**config.mk**
```make
export PLATFORM = sky130hd
export DESIGN_NAME = silent_stepper
export DESIGN_NICKNAME = d
export VERILOG_FILES = /design/src/rtl/silent_pkg.sv /design/src/rtl/silent_step_calc.sv /design/src/rtl/silent_stepper.sv
export SDC_FILE = /design/constraint.sdc
export NUM_CORES = 2
export LEC_CHECK = 0
export CAP_MARGIN = 10
export CORE_UTILIZATION = 50
export DETAILED_ROUTE_END_ITERATION = 7
export HOLD_SLACK_MARGIN = 0.06
export PLACE_DENSITY = 0.71
export SLEW_MARGIN = 20
export SYNTH_ARGS = -nofsm -noshare
export SYNTH_HDL_FRONTEND = slang
export SYNTH_SLANG_ARGS = --single-unit
export TNS_END_PERCENT = 10
```
**constraint.sdc**
```tcl
create_clock -name CLK -period 8.4 [get_ports CLK]
set_input_delay 1.26 -clock CLK [delete_from_list [all_inputs] [get_ports CLK]]
set_output_delay 1.26 -clock CLK [all_outputs]
set_load 0.1 [all_outputs]
```
**src/rtl/silent_pkg.sv**
```systemverilog
// Shared types, constants and the linear step rule for the silent stepper.
package silent_pkg;

    typedef enum logic [1:0] {
        IDLE,
        RUN,
        DRAIN
    } state_t;

    // Cycles from a target read address to the registered stepped output.
    localparam int PIPE_LATENCY = 2;

    // Move cur toward tgt by at most step; never overshoots the target.
    // Operands are zero-extended by the caller, so the result stays in
    // [min(cur,tgt), max(cur,tgt)].
    function automatic logic [31:0] step_linear(input logic [31:0] cur,
                                                input logic [31:0] tgt,
                                                input logic [31:0] step);
        logic signed [33:0] d;
        logic signed [33:0] mag;
        logic [31:0]        res;
        d   = $signed({2'b00, tgt}) - $signed({2'b00, cur});
        mag = (d < 0) ? -d : d;
        if (mag <= $signed({2'b00, step})) begin
            res = tgt;
        end else if (d < 0) begin
            res = cur - step;
        end else begin
            res = cur + step;
        end
        return res;
    endfunction

endpackage

```
**src/rtl/silent_step_calc.sv**
```systemverilog
// Combinational single-channel step.
// Build option: define SILENT_STEPPER_PHASE_WRAP_EN for shortest-arc phase
// stepping modulo CYCLE; otherwise linear stepping and CYCLE is ignored.
module silent_step_calc
    import silent_pkg::*;
#(
    parameter int WIDTH = 13
) (
    input  logic [WIDTH-1:0] cur,
    input  logic [WIDTH-1:0] tgt,
    input  logic [15:0]      step,
    input  logic [WIDTH-1:0] cycle,
    output logic [WIDTH-1:0] new_val
);

`ifdef SILENT_STEPPER_PHASE_WRAP_EN
    logic signed [33:0] cur_s;
    logic signed [33:0] tgt_s;
    logic signed [33:0] cyc_s;
    logic signed [33:0] half_s;
    logic signed [33:0] step_s;
    logic signed [33:0] d_s;
    logic signed [33:0] mag_s;
    logic signed [33:0] r_s;
    logic               unused_calc_bits;

    // Shortest-arc step on the phase circle, result reduced into [0, CYCLE-1].
    always_comb begin
        cur_s  = 34'(cur);
        cyc_s  = 34'(cycle);
        step_s = 34'(step);
        half_s = cyc_s >>> 1;
        tgt_s  = (tgt >= cycle) ? '0 : 34'(tgt);
        d_s    = tgt_s - cur_s;
        if (d_s > half_s) begin
            d_s = d_s - cyc_s;
        end else if (d_s < -half_s) begin
            d_s = d_s + cyc_s;
        end
        mag_s = (d_s < 0) ? -d_s : d_s;
        if (mag_s <= step_s) begin
            r_s = cur_s + d_s;
        end else if (d_s < 0) begin
            r_s = cur_s - step_s;
        end else begin
            r_s = cur_s + step_s;
        end
        if (r_s < 0) begin
            r_s = r_s + cyc_s;
        end else if (r_s >= cyc_s) begin
            r_s = r_s - cyc_s;
        end
        if (cycle == '0) begin
            r_s = cur_s;
        end
        new_val = r_s[WIDTH-1:0];
    end

    assign unused_calc_bits = ^r_s[33:WIDTH];
`else
    logic [31:0] lin_res;
    logic        unused_calc_bits;

    assign lin_res          = step_linear(32'(cur), 32'(tgt), 32'(step));
    assign new_val          = lin_res[WIDTH-1:0];
    assign unused_calc_bits = ^{lin_res[31:WIDTH], cycle};
`endif

endmodule

```
**src/rtl/silent_stepper.sv**
```systemverilog
// Silent stepper: on each UPDATE strobe, sweeps all channels and moves each
// current value toward its target by at most STEP, streaming the results.
// Build option: SILENT_STEPPER_PHASE_WRAP_EN selects phase wrap mode in the
// step calculator.
module silent_stepper
    import silent_pkg::*;
#(
    parameter  int WIDTH = 13,
    parameter  int DEPTH = 249,
    localparam int AW    = $clog2(DEPTH)
) (
    input  logic             CLK,
    input  logic             RST,
    input  logic             UPDATE,
    input  logic [15:0]      STEP,
    input  logic [WIDTH-1:0] CYCLE,
    output logic [AW-1:0]    TGT_ADDR,
    input  logic [WIDTH-1:0] TGT_DATA,
    output logic [AW-1:0]    OUT_ADDR,
    output logic [WIDTH-1:0] OUT_DATA,
    output logic             OUT_VALID,
    output logic             BUSY,
    output logic             DONE,
    output logic             OVERRUN
);

    localparam logic [AW-1:0] LAST_ADDR = AW'(DEPTH - 1);

    state_t           state_q, state_d;
    logic [AW-1:0]    addr_q, addr_d;
    logic [15:0]      step_q, step_d;
    logic [WIDTH-1:0] cycle_q, cycle_d;
    logic             s1_valid_q, s1_valid_d;
    logic [AW-1:0]    s1_addr_q, s1_addr_d;
    logic [WIDTH-1:0] s1_tgt_q, s1_tgt_d;
    logic             out_valid_q, out_valid_d;
    logic [AW-1:0]    out_addr_q, out_addr_d;
    logic [WIDTH-1:0] out_data_q, out_data_d;
    logic             done_q, done_d;
    logic             overrun_q, overrun_d;
    logic             start;

    logic [WIDTH-1:0] cur_q [DEPTH];
    logic [WIDTH-1:0] cur_rd;
    logic [WIDTH-1:0] new_val;

    assign cur_rd = cur_q[s1_addr_q];

    silent_step_calc #(
        .WIDTH (WIDTH)
    ) u_calc (
        .cur     (cur_rd),
        .tgt     (s1_tgt_q),
        .step    (step_q),
        .cycle   (cycle_q),
        .new_val (new_val)
    );

    // Next-state, address sequencing and pipeline stage inputs.
    always_comb begin
        state_d     = state_q;
        addr_d      = addr_q;
        step_d      = step_q;
        cycle_d     = cycle_q;
        overrun_d   = 1'b0;
        start       = 1'b0;
        s1_valid_d  = (state_q == RUN);
        s1_addr_d   = addr_q;
        s1_tgt_d    = TGT_DATA;
        out_valid_d = s1_valid_q;
        out_addr_d  = s1_valid_q ? s1_addr_q : out_addr_q;
        out_data_d  = s1_valid_q ? new_val : out_data_q;
        done_d      = s1_valid_q && (s1_addr_q == LAST_ADDR);

        case (state_q)
            IDLE: begin
                if (UPDATE) begin
                    start = 1'b1;
                end
            end
            RUN: begin
                if (addr_q == LAST_ADDR) begin
                    state_d = DRAIN;
                end else begin
                    addr_d = addr_q + 1'b1;
                end
                if (UPDATE) begin
                    overrun_d = 1'b1;
                end
            end
            DRAIN: begin
                // The last output is on the bus; a strobe now starts the next
                // sweep as BUSY would otherwise fall.
                if (done_q) begin
                    if (UPDATE) begin
                        start = 1'b1;
                    end else begin
                        state_d = IDLE;
                    end
                end else if (UPDATE) begin
                    overrun_d = 1'b1;
                end
            end
            default: begin
                state_d = IDLE;
            end
        endcase

        if (start) begin
            state_d = RUN;
            addr_d  = '0;
            step_d  = STEP;
            cycle_d = CYCLE;
        end
    end

    // Control and pipeline registers with synchronous reset.
    always_ff @(posedge CLK) begin
        if (RST) begin
            state_q     <= IDLE;
            addr_q      <= '0;
            step_q      <= '0;
            cycle_q     <= '0;
            s1_valid_q  <= 1'b0;
            s1_addr_q   <= '0;
            s1_tgt_q    <= '0;
            out_valid_q <= 1'b0;
            out_addr_q  <= '0;
            out_data_q  <= '0;
            done_q      <= 1'b0;
            overrun_q   <= 1'b0;
        end else begin
            state_q     <= state_d;
            addr_q      <= addr_d;
            step_q      <= step_d;
            cycle_q     <= cycle_d;
            s1_valid_q  <= s1_valid_d;
            s1_addr_q   <= s1_addr_d;
            s1_tgt_q    <= s1_tgt_d;
            out_valid_q <= out_valid_d;
            out_addr_q  <= out_addr_d;
            out_data_q  <= out_data_d;
            done_q      <= done_d;
            overrun_q   <= overrun_d;
        end
    end

    // Current-value store, written alongside each registered output.
    always_ff @(posedge CLK) begin
        if (RST) begin
            for (int i = 0; i < DEPTH; i++) begin
                cur_q[i] <= '0;
            end
        end else if (s1_valid_q) begin
            cur_q[s1_addr_q] <= new_val;
        end
    end

    assign TGT_ADDR  = addr_q;
    assign OUT_ADDR  = out_addr_q;
    assign OUT_DATA  = out_data_q;
    assign OUT_VALID = out_valid_q;
    assign BUSY      = (state_q != IDLE);
    assign DONE      = done_q;
    assign OVERRUN   = overrun_q;

endmodule

```
==> summary.md <==
| Metric | Value |
|---|---|
| Die Span Y | `551 um` |
| Status | `complete, but fails checks` |
| Critical Path Fanout Max | `7` |
| Antenna viol nets, final | `0` |
| Clk buf depth | `4` |
| Crit-path slowest cell | `mux4_2` |
| Fin nets | `~11k` |
| Post-detail-place hpwl | `approximately 300 mm` |
| Failing checks | `setup timing` |
| Fin area | `between 150,000 and 200,000 um^2` |
| Worst-path clk slew | `roughly 0.06 ns` |
| Share of cells above drive strength 1 | `roughly 28%` |
| Sequential-to-total area share from yosys stat | `roughly two thirds` |
| Worst slew margin | `between 3 and 4%` |
| Yosys warns | `0` |
| Min Tclk post-route | `roughly 8.7 ns` |
| Setup WS post-layout | `-0.332 ns` |
| Wire per inst | `33.3 um` |
| Routed vias/inst | `between 6 and 7` |
| Min-Delay Path Depth | `2` |
| H-tree Lvls | `5` |
| Core region area | `300,000 um^2` |
| Worst Hold Margin | `~0.47 ns` |
| Initial Utilization | `around 50%` |
| Async set-reset flop share out of synthesis | `0%` |
| Worst path arrival time | `approximately 9.4 ns` |
| Pre-antenna DRT Iters | `7` |
| Area growth syn-to-layout | `18.9%` |
| First-pass GRT wire length | `661 mm` |
| Largest net degree at the start of global routing | `between 150 and 200` |
| Later-pin clock latency in the skew report | `0.95 ns` |
| Post-synth EDFFs | `around 3.3k` |
| Crit path kind | `register to register` |
| PwrDens | `roughly 300 nW/um^2` |
| CP startpoint kind | `register` |
| Synth Flop Type | `edfxtp_1` |
| Die Width | `~550 um` |
| Pre-CTS setup slack | `-0.754 ns` |
| CP peak stage delay | `0.68 ns` |
| CTS tree | `built` |
| Initial drt markers | `~17k` |
| Fin. Hold Viols | `0` |
| Critical path endpoint category | `register` |
| Total GRT Usage | `between 30% and 40%` |
| Clock sink count | `3,400` |
| Top cells by area, synth | `edfxtp_1 66%, mux4_2 15%, nor2_1 7.1%` |
| Final Skew | `between 0.08 and 0.09 ns` |
| Measured slew at the worst slew-check pin | `~1.5 ns` |
| Most common cell in the netlist | `edfxtp_1` |
| CTS buffer count | `350` |
| RSZ-0062 raised after global routing | `true` |
| DRC viols | `0` |
| Die area | `304,000 um^2` |
| Yosys top cell area share | `roughly two thirds` |
| WP data required | `~9.1 ns` |
| Final wirelength | `between 400 and 500 mm` |
| DP Area | `between 150,000 and 200,000 um^2` |
| CP dominant cell by count | `buf_12` |
| Vias in the first global route | `roughly 93k` |
| Syn_area_per_cell | `15.0 um^2` |
| Total I/O pin count | `just under 80` |
| Fin. max-slew vios | `0` |
| Worst min path class | `register to register` |
| Number of synthesized register bits | `roughly 3.4k` |
| VDD IR-drop max | `0.403 mV` |
| Initial antenna violation count | `31` |
| R2r worst-path depth | `38` |
| Vias | `approximately 100k` |
| Post-synth top area cell | `edfxtp_1` |
| Final core occ | `roughly 60%` |
| Grt total ovfl | `0` |
| Top post-synthesis cells by count | `3,328 x edfxtp_1, 2,851 x nor2_1, 1,024 x mux4_2` |
| Final setup fails | `roughly 3.0k` |
| LEAKAGE | `between 60 and 70 nW` |
| Tcrit/Tclk final | `104%` |
| Syn Inst Count | `approximately 10k` |
| F_max | `around 110 MHz` |
| Row count | `roughly 200` |
| Max cap viols | `0` |
| PortBufs | `between 60 and 70` |
| Netlist cell types | `72` |
| Syn Std Cell Area | `between 150,000 and 200,000 um^2` |
| Clk root buf | `clkbuf_16` |
| Placer Congestion | `0.937` |
==> repair_timing <==
item / CTS / global route
setup buffers: 103 / 85
hold buffers: 0 / 0
cloned: 23 / 63
gates resized for setup: 254 / 557
setup endpoints to repair: 3224 / 3335
pin swaps: 113 / 257
==> kinds of logic (layout without fill, tap and decap cells) <==
logic type                 Yosys count  in the layout  synth area share [%]
xor gates and xnor gates            38             38                 0.221
other                                1             21               0.00249
muxes                             1095           1095                  15.8
adders and majority gates           52             52                 0.441
AOI/OAI and AO/OA                  738            738                  3.38
and+or+nand+nor                   3635           3635                  9.74
DFF                               3400           3400                  67.2
buffers and inverters             1125           1830                  3.27
==> registers in the layout, indices dropped and copies added (netlist names) <==
register     cells
step_q          16
out_valid_d      1
OUT_ADDR         8
OUT_DATA        13
OUT_VALID        1
state_q          2
TGT_ADDR         8
s1_addr_q        8
OVERRUN          1
s1_tgt_q        13
cur_q         3328
DONE             1
==> through the flow <==
stage | total power, mW | TNS, ns | cells
after detailed placement | 33.3 | -800.71 | 13900
after global routing | 54.5 | -632.77 | 14700
final | 53.8 | -383.65 | 14800
after floorplan | 26.2 | 0 | 10100
after CTS | 50.1 | -72.72 | 14600
after global placement | 33.0 | -1021.72 | 13900
==> report_power, final <==
part	internal (mW)	leakage, nW	switching, mW	total (mW)
clock network	8.59	5.32	6.66	15.2
logic	6.93	22.4	12.1	19.1
registers	19.3	34.8	0.206	19.5
total	34.8	62.5	19.0	53.8
==> worst max-delay path: cells and delay by family (launching register included) <==
| family | cells | cell delay, ns |
|---|---|---|
| buffers and inverters | 16 | 2.38 |
| muxes | 4 | 2.45 |
| xor gates and xnor gates | 1 | 0.09 |
| and+or+nand+nor | 6 | 1.16 |
| adders and majority gates | 2 | 0.44 |
| AOI/OAI and AO/OA | 9 | 1.58 |
| DFF | 1 | 0.36 |
==> worst paths after layout <==
path | startpoint | slack [ns] | endpoint
setup / recovery | s1_addr_q[0]$_SDFF_PP0_ | -0.33 | cur_q[18][12]$_SDFFCE_PN0P_
hold / removal | step_q[15]$_SDFFE_PP0P_ | 0.47 | step_q[15]$_SDFFE_PP0P_
setup reg to reg | s1_addr_q[0]$_SDFF_PP0_ | -0.33 | cur_q[18][12]$_SDFFCE_PN0P_
hold reg to reg | step_q[15]$_SDFFE_PP0P_ | 0.47 | step_q[15]$_SDFFE_PP0P_
==> final cells by class <==
type | count | area (um^2)
fillers | 21200 | 121000
flip-flops and latches | 3400 | 101000
multi-input cells | 5560 | 47500
repair buffers | 1155 | 14300
clock buffers | 443 | 9240
well taps | 3958 | 4950
clock inverters | 167 | 1660
inverters | 65 | 263
diodes | 19 | 47.5
==> layout by cell type (no fill, tap or decap), drive strengths merged, types with 7 or more instances in the layout <==
cell           synthesis  final
nor3                  36     36
mux4                1024   1024
nand4                 14     14
o211ai                 8      8
diode                  0     19
clkbuf               728    499
nand3                 29     29
and2                   7      7
buf                  332   1035
inv                   64     74
xor2                  11     11
a22o                  12     12
xnor2                 27     27
dfxtp                 72     72
or3                    7      7
nor4                  11     11
a31oi                257    257
and3                  13     13
nand2                355    355
edfxtp              3328   3328
a211oi               264    264
bufinv                 0     26
a221oi                 7      7
o21a                   7      7
mux2                   7      7
clkinv                 1    123
a21o                   8      8
mux2i                 64     64
nor2                2853   2853
nand2b               256    256
a22oi                 66     66
clkdlybuf4s50          0     63
clkinvlp               0      9
o21ai                 29     29
a21oi                 45     45
ha                    50     50
nor2b                 39     39
==> layer usage <==
layer	vias to the layer above	wire, um	global-route usage, %
met5	-	208	0.219
li1	38800	-	-
met2	7992	221000	46.4
met4	28	34900	16.9
met1	49600	160000	39.6
met3	1551	76800	8.68
Power figures use the tool's default switching activity.
